===== config.mk =====
export PLATFORM = sky130hd
export DESIGN_NAME = addsub_bist_driver_flat
export DESIGN_NICKNAME = d
export VERILOG_FILES = /design/src/rtl/addsub_bist_pkg.sv /design/src/rtl/addsub_bist_driver_if.sv /design/src/rtl/addsub_ref_model.sv /design/src/rtl/addsub_bist_driver.sv /design/src/flat_wrapper.sv
export SDC_FILE = /design/constraint.sdc
export NUM_CORES = 1
export LEC_CHECK = 0
export BUFFER_PORTS_ARGS = -buffer_cell sky130_fd_sc_hd__buf_2
export CAP_MARGIN = 5
export CELL_PAD_IN_SITES_DETAIL_PLACEMENT = 2
export CELL_PAD_IN_SITES_GLOBAL_PLACEMENT = 2
export CORE_MARGIN = 4
export CORE_UTILIZATION = 32
export CTS_BUF_LIST = sky130_fd_sc_hd__clkbuf_8
export DETAILED_ROUTE_END_ITERATION = 16
export PLACE_DENSITY = 0.78
export RECOVER_POWER = 50
export SETUP_SLACK_MARGIN = 0.05
export SLEW_MARGIN = 20
export SYNTH_ARGS = -nofsm -noshare
export SYNTH_HDL_FRONTEND = slang
export SYNTH_SLANG_ARGS = --single-unit

===== constraint.sdc =====
create_clock -name clk -period 3.15 [get_ports clk]
set_input_delay 0.315 -clock clk [delete_from_list [all_inputs] [get_ports clk]]
set_output_delay 0.315 -clock clk [all_outputs]
set_load 0.005 [all_outputs]

===== src/rtl/addsub_bist_pkg.sv =====
// Shared types and the golden model for the adder/subtractor BIST driver.
package addsub_bist_pkg;

  // Sweep controller states
  typedef enum logic [2:0] {
    IDLE  = 3'd0,
    APPLY = 3'd1,
    WAIT  = 3'd2,
    CHECK = 3'd3,
    DONE  = 3'd4
  } bist_state_t;

  // Default operand width and the matching exhaustive vector count {M,A,B}
  localparam int DEF_WIDTH = 4;
  localparam int NVEC      = 2**(2*DEF_WIDTH+1);

  // Widest operand the golden function can model; callers pass their real width
  localparam int MAX_W = 16;

  // Ripple model of A + (B ^ {w{m}}) + m over the low w bits.
  // Result layout: {C_exp[MAX_W-1:0], S_exp[MAX_W-1:0], V_exp}; bits at or
  // above w in C_exp/S_exp are zero. Requires 2 <= w <= MAX_W.
  function automatic logic [2*MAX_W:0] golden(input logic [MAX_W-1:0] a,
                                               input logic [MAX_W-1:0] b,
                                               input logic             m,
                                               input int               w);
    logic [MAX_W:0]   carry;
    logic [MAX_W-1:0] s;
    logic [MAX_W-1:0] co;
    logic             bb;
    logic             v;
    carry    = '0;
    carry[0] = m;
    s        = '0;
    co       = '0;
    bb       = 1'b0;
    for (int i = 0; i < MAX_W; i++) begin
      if (i < w) begin
        bb         = b[i] ^ m;
        s[i]       = a[i] ^ bb ^ carry[i];
        carry[i+1] = (a[i] & bb) | (a[i] & carry[i]) | (bb & carry[i]);
        co[i]      = carry[i+1];
      end
    end
    v = co[w-1] ^ co[w-2];
    return {co, s, v};
  endfunction

endpackage


===== src/rtl/addsub_bist_driver_if.sv =====
// Bus between the BIST driver and the adder/subtractor under test.
// The driver (master) owns A/B/M; the adder/subtractor (slave) returns S/C/Cout/V.
interface addsub_bist_driver_if
  import addsub_bist_pkg::*;
#(
  parameter int WIDTH = DEF_WIDTH
) ();

  logic [WIDTH-1:0] A;
  logic [WIDTH-1:0] B;
  logic             M;
  logic [WIDTH-1:0] S;
  logic [WIDTH-1:0] C;
  logic             Cout;
  logic             V;

  modport master (
    output A, B, M,
    input  S, C, Cout, V
  );

  modport slave (
    input  A, B, M,
    output S, C, Cout, V
  );

endinterface


===== src/rtl/addsub_ref_model.sv =====
// Combinational golden model of the WIDTH-bit adder/subtractor.
module addsub_ref_model
  import addsub_bist_pkg::*;
#(
  parameter int WIDTH = DEF_WIDTH
) (
  input  logic [WIDTH-1:0] i_a,
  input  logic [WIDTH-1:0] i_b,
  input  logic             i_m,
  output logic [WIDTH-1:0] o_s,
  output logic [WIDTH-1:0] o_c,
  output logic             o_cout,
  output logic             o_v
);

  logic [MAX_W-1:0] w_a;
  logic [MAX_W-1:0] w_b;
  logic [2*MAX_W:0] w_res;
  logic             w_unused_res;

  assign w_a   = MAX_W'(i_a);
  assign w_b   = MAX_W'(i_b);
  assign w_res = golden(w_a, w_b, i_m, WIDTH);

  assign o_v    = w_res[0];
  assign o_s    = w_res[WIDTH:1];
  assign o_c    = w_res[MAX_W+1 +: WIDTH];
  assign o_cout = w_res[MAX_W+WIDTH];

  // Upper bits of the wide result are always zero for WIDTH < MAX_W
  assign w_unused_res = ^w_res;

endmodule


===== src/rtl/addsub_bist_driver.sv =====
// Exhaustive stimulus generator and response checker for a WIDTH-bit
// adder/subtractor: sweeps every {M,A,B}, compares against the golden model,
// counts failing vectors and remembers the first one.
module addsub_bist_driver
  import addsub_bist_pkg::*;
#(
  parameter int WIDTH  = DEF_WIDTH,
  parameter int SETTLE = 1
) (
  input  logic                 clk,
  input  logic                 rst_n,
  input  logic                 start,
  addsub_bist_driver_if.master dut_bus,
  output logic                 busy,
  output logic                 done,
  output logic                 pass,
  output logic [2*WIDTH+1:0]   err_count,
  output logic [2*WIDTH:0]     first_fail,
  output bist_state_t          o_dbg_state
);

  localparam int IW = 2*WIDTH + 1;                     // vector index width
  localparam int EW = 2*WIDTH + 2;                     // holds the full vector count
  localparam int CW = (SETTLE > 1) ? $clog2(SETTLE) : 1;
  localparam logic [IW-1:0] LAST_IDX = '1;

  // Handshake: start is a level sampled only in IDLE or DONE; the accepting
  // edge raises busy and clears done/pass/err_count/first_fail. busy stays
  // high for (SETTLE+2)*2^IW cycles, then done rises together with pass and
  // both hold until the next accepted start. start while busy is ignored.

  bist_state_t      r_state;
  logic [IW-1:0]    r_idx;
  logic [CW-1:0]    r_settle;
  logic [WIDTH-1:0] r_a;
  logic [WIDTH-1:0] r_b;
  logic             r_m;
  logic             r_busy;
  logic             r_done;
  logic             r_pass;
  logic [EW-1:0]    r_err;
  logic [IW-1:0]    r_first;

  logic [WIDTH-1:0] w_s_exp;
  logic [WIDTH-1:0] w_c_exp;
  logic             w_cout_exp;
  logic             w_v_exp;
  logic             w_mismatch;

  addsub_ref_model #(.WIDTH(WIDTH)) u_ref (
    .i_a    (r_a),
    .i_b    (r_b),
    .i_m    (r_m),
    .o_s    (w_s_exp),
    .o_c    (w_c_exp),
    .o_cout (w_cout_exp),
    .o_v    (w_v_exp)
  );

  // One vector is one error no matter how many response fields disagree
  assign w_mismatch = (dut_bus.S    != w_s_exp)    |
                      (dut_bus.C    != w_c_exp)    |
                      (dut_bus.Cout != w_cout_exp) |
                      (dut_bus.V    != w_v_exp);

  // Sweep controller: vector sequencing, settle timing and error bookkeeping
  always_ff @(posedge clk or negedge rst_n) begin
    if (!rst_n) begin
      r_state  <= IDLE;
      r_idx    <= '0;
      r_settle <= '0;
      r_a      <= '0;
      r_b      <= '0;
      r_m      <= 1'b0;
      r_busy   <= 1'b0;
      r_done   <= 1'b0;
      r_pass   <= 1'b0;
      r_err    <= '0;
      r_first  <= '0;
    end else begin
      case (r_state)
        IDLE, DONE: begin
          if (start) begin
            r_err   <= '0;
            r_first <= '0;
            r_done  <= 1'b0;
            r_pass  <= 1'b0;
            r_idx   <= '0;
            r_busy  <= 1'b1;
            r_state <= APPLY;
          end
        end
        APPLY: begin
          {r_m, r_a, r_b} <= r_idx;
          r_settle        <= CW'(SETTLE - 1);
          r_state         <= WAIT;
        end
        WAIT: begin
          if (r_settle == '0) begin
            r_state <= CHECK;
          end else begin
            r_settle <= r_settle - CW'(1);
          end
        end
        CHECK: begin
          if (w_mismatch) begin
            r_err <= r_err + EW'(1);
            if (r_err == '0) begin
              r_first <= r_idx;
            end
          end
          if (r_idx == LAST_IDX) begin
            r_busy  <= 1'b0;
            r_done  <= 1'b1;
            r_pass  <= (r_err == '0) && !w_mismatch;
            r_state <= DONE;
          end else begin
            r_idx   <= r_idx + IW'(1);
            r_state <= APPLY;
          end
        end
        default: r_state <= IDLE;
      endcase
    end
  end

  assign dut_bus.A   = r_a;
  assign dut_bus.B   = r_b;
  assign dut_bus.M   = r_m;
  assign busy        = r_busy;
  assign done        = r_done;
  assign pass        = r_pass;
  assign err_count   = r_err;
  assign first_fail  = r_first;
  assign o_dbg_state = r_state;

endmodule


===== src/flat_wrapper.sv =====
// flat-port wrapper written by rule: the top's interface ports become plain ports
module addsub_bist_driver_flat import addsub_bist_pkg::*;
#(
  parameter int WIDTH  = DEF_WIDTH,
  parameter int SETTLE = 1
)
  (clk, rst_n, start, busy, done, pass, err_count, first_fail, o_dbg_state, dut_bus_A, dut_bus_B, dut_bus_M, dut_bus_S, dut_bus_C, dut_bus_Cout, dut_bus_V);
  addsub_bist_driver_if #(.WIDTH(WIDTH)) dut_bus_i ();
  input  logic clk;
  input  logic rst_n;
  input  logic start;
  output logic busy;
  output logic done;
  output logic pass;
  output logic [2*WIDTH+1:0] err_count;
  output logic [2*WIDTH:0] first_fail;
  output bist_state_t o_dbg_state;
  output wire logic [$bits(dut_bus_i.A)-1:0] dut_bus_A;
  output wire logic [$bits(dut_bus_i.B)-1:0] dut_bus_B;
  output wire logic [$bits(dut_bus_i.M)-1:0] dut_bus_M;
  input wire logic [$bits(dut_bus_i.S)-1:0] dut_bus_S;
  input wire logic [$bits(dut_bus_i.C)-1:0] dut_bus_C;
  input wire logic [$bits(dut_bus_i.Cout)-1:0] dut_bus_Cout;
  input wire logic [$bits(dut_bus_i.V)-1:0] dut_bus_V;
  assign dut_bus_A = dut_bus_i.A;
  assign dut_bus_B = dut_bus_i.B;
  assign dut_bus_M = dut_bus_i.M;
  assign dut_bus_i.S = dut_bus_S;
  assign dut_bus_i.C = dut_bus_C;
  assign dut_bus_i.Cout = dut_bus_Cout;
  assign dut_bus_i.V = dut_bus_V;
  addsub_bist_driver #(.WIDTH(WIDTH), .SETTLE(SETTLE)) u_core (.clk(clk), .rst_n(rst_n), .start(start), .dut_bus(dut_bus_i), .busy(busy), .done(done), .pass(pass), .err_count(err_count), .first_fail(first_fail), .o_dbg_state(o_dbg_state));
endmodule

# Word-level counts from Yosys, hierarchy flattened
# Cells that the tools add are included.
dict set report totals {
  out_inout_bits 34
  elab_cells 100
  ff_bits 44
}
dict set report classes {
  muxes 23
  n_addsub 3
  reduce_logical 12
  bitwise 36
  n_eq_ne 15
}
# operator n
set ops {}
lappend ops {{$mux 9} 4}
lappend ops {{$pmux 9 s2} 2}
lappend ops {{$mux 10} 2}
lappend ops {{$pmux 10 s2} 1}
lappend ops {{$xor 1x1->1} 13}
lappend ops {{$and 1x1->1} 12}
lappend ops {{$pmux 3 s4} 1}
lappend ops {{$or 1x1->1} 11}
lappend ops {{$add 10x1->10 const B} 1}
lappend ops {{$logic_not 10->1} 1}
lappend ops {{$add 9x1->9 const B} 1}
lappend ops {{$eq 9x9->1 const B} 1}
lappend ops {{$mux 3} 3}
lappend ops {{$reduce_and 3->1} 3}
lappend ops {{$ne 4x4->1} 2}
lappend ops {{$pmux 1 s2} 4}
lappend ops {{$eq 3x2->1 const B} 2}
lappend ops {{$mux 1} 6}
lappend ops {{$ne 2x1->1 const B} 3}
lappend ops {{$ne 2x2->1 const B} 3}
lappend ops {{$reduce_and 4->1} 1}
lappend ops {{$reduce_bool 2->1} 2}
lappend ops {{$eq 3x1->1 const B} 1}
lappend ops {{$eq 3x3->1 const B} 1}
lappend ops {{other kinds (7)} 8}

# Longest topological paths before layout
dict set report logic_depth {
  ltp_word 21
  ltp_mapped 13
}

# Cells and area by module
# A second synthesis with hierarchy kept.
dict set report hier_totals {
  cells_unflattened 233
  hier_area_um2 2342.2
}
# mod cells_per_inst seq_area_each_um2 area_per_inst_um2 n_inst
set by_module_without_submodules {}
lappend by_module_without_submodules {addsub_bist_driver 216 1076.0 2168.3 1}
lappend by_module_without_submodules {addsub_ref_model 17 0.0 173.9 1}

# Least setup slack after synthesis
# No wires, ideal clock.
dict set report synth_timing {
  kind {reg2reg}
  start {register u_core.r_m (netlist: u_core.dut_bus.M)}
  end {register u_core.r_err[0] (netlist: u_core.err_count[0])}
  arrival_time_ns 3.060
  slack_ns -0.035
  required_ns 3.025
  setup_ns 0.125
  path_stages_with_launch 14
  synth_period_minus_slack_ns 3.185
  cell_sequence {dfrtp_1 buf_2 inv_1 o21ai_0 fa_1 inv_1 fa_1 fa_1 xor2_1 o2111ai_1 nor4_4 buf_6 nor2_1 mux2_2}
}
dict set report synth_via {
  elab_chain_len 19
}
# element line_no
set synth_lines {}
lappend synth_lines {{start: declaration} addsub_bist_driver.sv:37} ;# logic r_m;
lappend synth_lines {{start signal: assignment} addsub_bist_driver.sv:94} ;# {r_m, r_a, r_b} <= r_idx;
lappend synth_lines {{$xor 1x1->1} addsub_bist_pkg.sv:39} ;# bb = b[i] ^ m;
lappend synth_lines {{$and 1x1->1} addsub_bist_pkg.sv:41} ;# carry[i+1] = (a[i] & bb) | (a[i] & carry[i]) | (bb & carry[i]);
lappend synth_lines {{$or 1x1->1 (2 in a row)} addsub_bist_pkg.sv:41}
lappend synth_lines {{$and 1x1->1} addsub_bist_pkg.sv:41}
lappend synth_lines {{$or 1x1->1 (2 in a row)} addsub_bist_pkg.sv:41}
lappend synth_lines {{$and 1x1->1} addsub_bist_pkg.sv:41}
lappend synth_lines {{$or 1x1->1 (2 in a row)} addsub_bist_pkg.sv:41}
lappend synth_lines {{$and 1x1->1} addsub_bist_pkg.sv:41}
lappend synth_lines {{$or 1x1->1 (2 in a row)} addsub_bist_pkg.sv:41}
lappend synth_lines {{$ne 4x4->1} addsub_bist_driver.sv:62} ;# (dut_bus.C != w_c_exp) |
lappend synth_lines {{$or 1x1->1} addsub_bist_driver.sv:61} ;# assign w_mismatch = (dut_bus.S != w_s_exp) |
lappend synth_lines {{$or 1x1->1} addsub_bist_driver.sv:62}
lappend synth_lines {{$or 1x1->1 (*)} addsub_bist_driver.sv:63} ;# (dut_bus.Cout != w_cout_exp) |
lappend synth_lines {{$ne 2x1->1 (no line) (*)} -}
lappend synth_lines {{$reduce_and 3->1 (no line) (*)} -}
lappend synth_lines {{end signal: assignment} addsub_bist_driver.sv:107} ;# r_err <= r_err + EW'(1);
lappend synth_lines {{end: declaration} addsub_bist_driver.sv:41} ;# logic [EW-1:0] r_err;
# Mark *: on every way between the ends. The rest lies on a longest branch, timed or not.
# A chain may end at the register's enable or synchronous reset.

# Worst setup path in the final report
dict set report layout_timing {
  start {register u_core.r_m (netlist: u_core.dut_bus.M)}
  end {register u_core.r_err[8] (netlist: u_core.err_count[8])}
}
# Same word-level chain as after synthesis.

==> impl_metrics.json <==
{
  "synth_top_area_share_pct": 47.4,
  "seq_power_share_pct": 39.7,
  "yosysMostFrequentCell": "dfrtp_1",
  "drt_wl_total_mm": 6.54,
  "slew_violations": 44,
  "worst_slack_ns": -0.0585,
  "cp-end-kind": "register",
  "dp_hpwl_mm": 4.54,
  "stdcell_count": 376,
  "rr_worst_depth": 13,
  "vias": 1869,
  "arrival_ns": 3.39,
  "die_w_um": 92.3,
  "p_leak_nw": 1.31,
  "ff2ff_setup_slack_ns": -0.06,
  "synth_top_cell_by_area": "dfrtp_1",
  "max_freq_mhz": 312,
  "syn_inst": 222,
  "drv_cap": 1,
  "grtUsageTotal_pct": 15.9,
  "async_reset_ff_share_pct": 100,
  "gr-total-overflow": 0,
  "dr.pass1.iters": 4,
  "start_util_pct": 33.3,
  "status": "finished with violations",
  "diodes": 0,
  "internal_power_mw": 1.36,
  "ant_nets": 0,
  "cts.path.max_buffers": 2,
  "r2r-end": "u_core.err_count[8]",
  "setup_violations": 18,
  "powerDensity_mw_per_mm2": 813,
  "cts_num_sinks": 43,
  "die_h_um": 92.3,
  "viasPerCell": 4.97,
  "layout-drive-gt1-share_pct": 31.4,
  "reg2reg_from": "u_core.dut_bus.M",
  "final_util_pct": 41.4,
  "cp_max_fo": 6,
  "drtIter0Drc": 53,
  "worstHoldEndpoint": "u_core.o_dbg_state[2]",
  "grt_pass1_vias": 2066,
  "hold_path.startpoint": "start",
  "ir_worst_vdd_mv": 0.291,
  "io_pins": 47,
  "ys_types": 40,
  "dpl.cell_count": 362,
  "ys_seq_area_share_pct": 47.4,
  "io_buffer_count": 46,
  "grt_max_degree": 44,
  "failed_checks": "max-capacitance violations, max-slew violations, negative setup slack",
  "worst_pin_slew_ns": 2.36,
  "path_class": "register to register",
  "min_period_over_period_pct": 102,
  "insertion_delay_ns": 0.30,
  "synth-edff-count": 0,
  "synth_area_leaders": "dfrtp_1, mux2i_1, nand2_1",
  "period_minus_slack_ns": 3.21,
  "ys_warn_count": 0,
  "synth-seq-cells": 43,
  "antenna_found_initial": 0,
  "switchingPower_uw": 932,
  "hold_violations": 0,
  "clkPwrFrac_pct": 15.9,
  "holdCritPathClass": "input port to register",
  "cts-htree-levels": 2,
  "post-route-drc-count": 0,
  "ys_top_cells_by_count": "dfrtp_1, nand2_1, inv_1",
  "synth_nets": 242,
  "holdPathStages": 2,
  "syn_avg_cell_area_sq_um": 10.2,
  "cp-start-kind": "register",
  "die-area_sq_mm": 0.00851,
  "numCtsBuffers": 5,
  "dominantRegCellSynth": "dfrtp_1",
  "post_drt_wl_per_cell_um": 17.4,
  "fin_nets": 300,
  "p_sw_share_pct": 40.6,
  "skew_ns": 0.00521,
  "cts.hold.buffers_added": 0,
  "required_ns": 3.34,
  "synth_area_sq_mm": 0.00227,
  "syn_to_final_growth_pct": 24.3,
  "core-area_sq_mm": 0.00683,
  "rsz0062_at_grt": "yes",
  "cts_tree": "yes",
  "max-slew-margin-rel_pct": -57.3,
  "cts_root_buf": "clkbuf_8",
  "path_clk_slew_ns": 0.08,
  "grt_pass1_wl_mm": 10.7,
  "place_congestion": 0.746,
  "num_rows": 30,
  "power_frac_comb_pct": 44.3
}
==> cells by family after synthesis <==
kind of cell	after synthesis	share of synthesized area, %
compound gates	27	7.87
xor+xnor	16	6.17
fa+ha+maj	7	4.85
buf+inv	28	5.62
flops	43	47.4
mux	21	9.69
simple gates	80	18.4
==> worst max path at each step <==
stage | start | to | depth (start not counted) | slack, ns
5_1_grt | u_core.dut_bus.M | u_core.err_count[8] | 13 | -0.15
3_3_place_gp | u_core.dut_bus.B[0] | u_core.err_count[0] | 12 | 0.12
6_report | u_core.dut_bus.M | u_core.err_count[8] | 13 | -0.06
3_5_place_dp | u_core.dut_bus.M | u_core.err_count[8] | 12 | -0.01
4_1_cts | u_core.dut_bus.M | u_core.err_count[0] | 12 | 0.04
2_1_floorplan | u_core.dut_bus.M | u_core.err_count[0] | 13 | 0.06
==> metrics by stage <==
stage	cell area (sq um)	total power, mW	setup TNS [ns]	hold slack, ns	worst slack [ns]
5_1_grt	2830	2.50	-2.37	0.237	-0.154
6_report	2830	2.30	-0.434	0.217	-0.0585
4_1_cts	2750	2.27	0	0.201	0.0371
2_1_floorplan	2280	1.52	0	0.0194	0.0612
3_3_place_gp	2630	1.85	0	0.463	0.119
3_5_place_dp	2630	1.88	-0.0181	0.473	-0.0102
==> power groups by stage <==
stage                     clock, mW  sequential [mW]  combinational (mW)
after global routing          0.406            0.952                1.14
after floorplan                   0            0.857               0.664
after CTS                     0.381            0.919               0.973
after global placement            0            0.920               0.927
final                         0.366            0.912                1.02
after detailed placement          0            0.928               0.957
==> critical path, stage by stage, from the launching register on <==
cell       delay [ns]
dfrtp_1          0.40
buf_6            0.13
xor2_2           0.16
fa_2             0.24
inv_2            0.04
fa_2             0.34
fa_1             0.52
xor2_1           0.23
o2111ai_2        0.18
nor4_4           0.34
buf_4            0.18
buf_6            0.12
nor4_2           0.06
mux2i_1          0.15
==> routing by layer <==
| layer | global-route usage [%] | routed length, um | up-vias |
|---|---|---|---|
| met3 | 4.18 | 185 | 4 |
| met4 | 2.97 | 47 | 0 |
| li1 | - | - | 873 |
| met2 | 27.9 | 3510 | 27 |
| met1 | 19.8 | 2790 | 965 |
| met5 | 0 | 0 | - |
==> registers in the layout (all words and copies together), names as in the netlist <==
register and flops:
u_core.o_dbg_state 3, u_core.dut_bus.M 1, u_core.first_fail 9, u_core.pass 1, u_core.busy 1, u_core.dut_bus.B 4, u_core.r_idx 9, u_core.dut_bus.A 4
u_core.err_count 10, u_core.done 1
==> placed cells by master (no fill, tap or decap), drive strengths merged, types with 2 or more instances in the layout <==
| cell type | Yosys | routed |
|---|---|---|
| o2111ai | 3 | 3 |
| xnor2 | 11 | 11 |
| and3b | 2 | 2 |
| mux2i | 13 | 13 |
| nand2 | 28 | 28 |
| a211o | 2 | 2 |
| nor2 | 12 | 12 |
| nor3b | 3 | 3 |
| and3 | 2 | 2 |
| fa | 3 | 3 |
| ha | 4 | 4 |
| nand2b | 2 | 2 |
| dfrtp | 43 | 43 |
| mux2 | 8 | 8 |
| xor2 | 5 | 5 |
| nor4 | 4 | 4 |
| buf | 6 | 58 |
| a22o | 2 | 2 |
| inv | 18 | 18 |
| clkbuf | 4 | 9 |
| a21oi | 5 | 5 |
| and2 | 2 | 2 |
| or3 | 4 | 4 |
| nand3 | 6 | 6 |
| o31ai | 2 | 2 |
| nor2b | 2 | 2 |
| o21ai | 9 | 9 |
| nor3 | 5 | 5 |
| nand4 | 5 | 5 |
==> repair_timing <==
item / CTS / global route
setup buffers: 2 / 4
resized for setup: 2 / 16
pin swaps: 0 / 10
gates cloned: 0 / 1
endpoints found under the hold margin: 0 / 0
endpoints found under the setup margin: 5 / 19
==> cell type report <==
type / instances / area (sq um)
Tap cell: 96 / 120
Multi-Input combinational cell: 151 / 1120
Fill cell: 755 / 4010
Inverter: 18 / 67.6
Sequential cell: 43 / 1080
Clock inverter: 1 / 5.00
Clock buffer: 6 / 82.6
Timing Repair Buffer: 61 / 354
No activity file was read; power rests on OpenSTA's default activity.
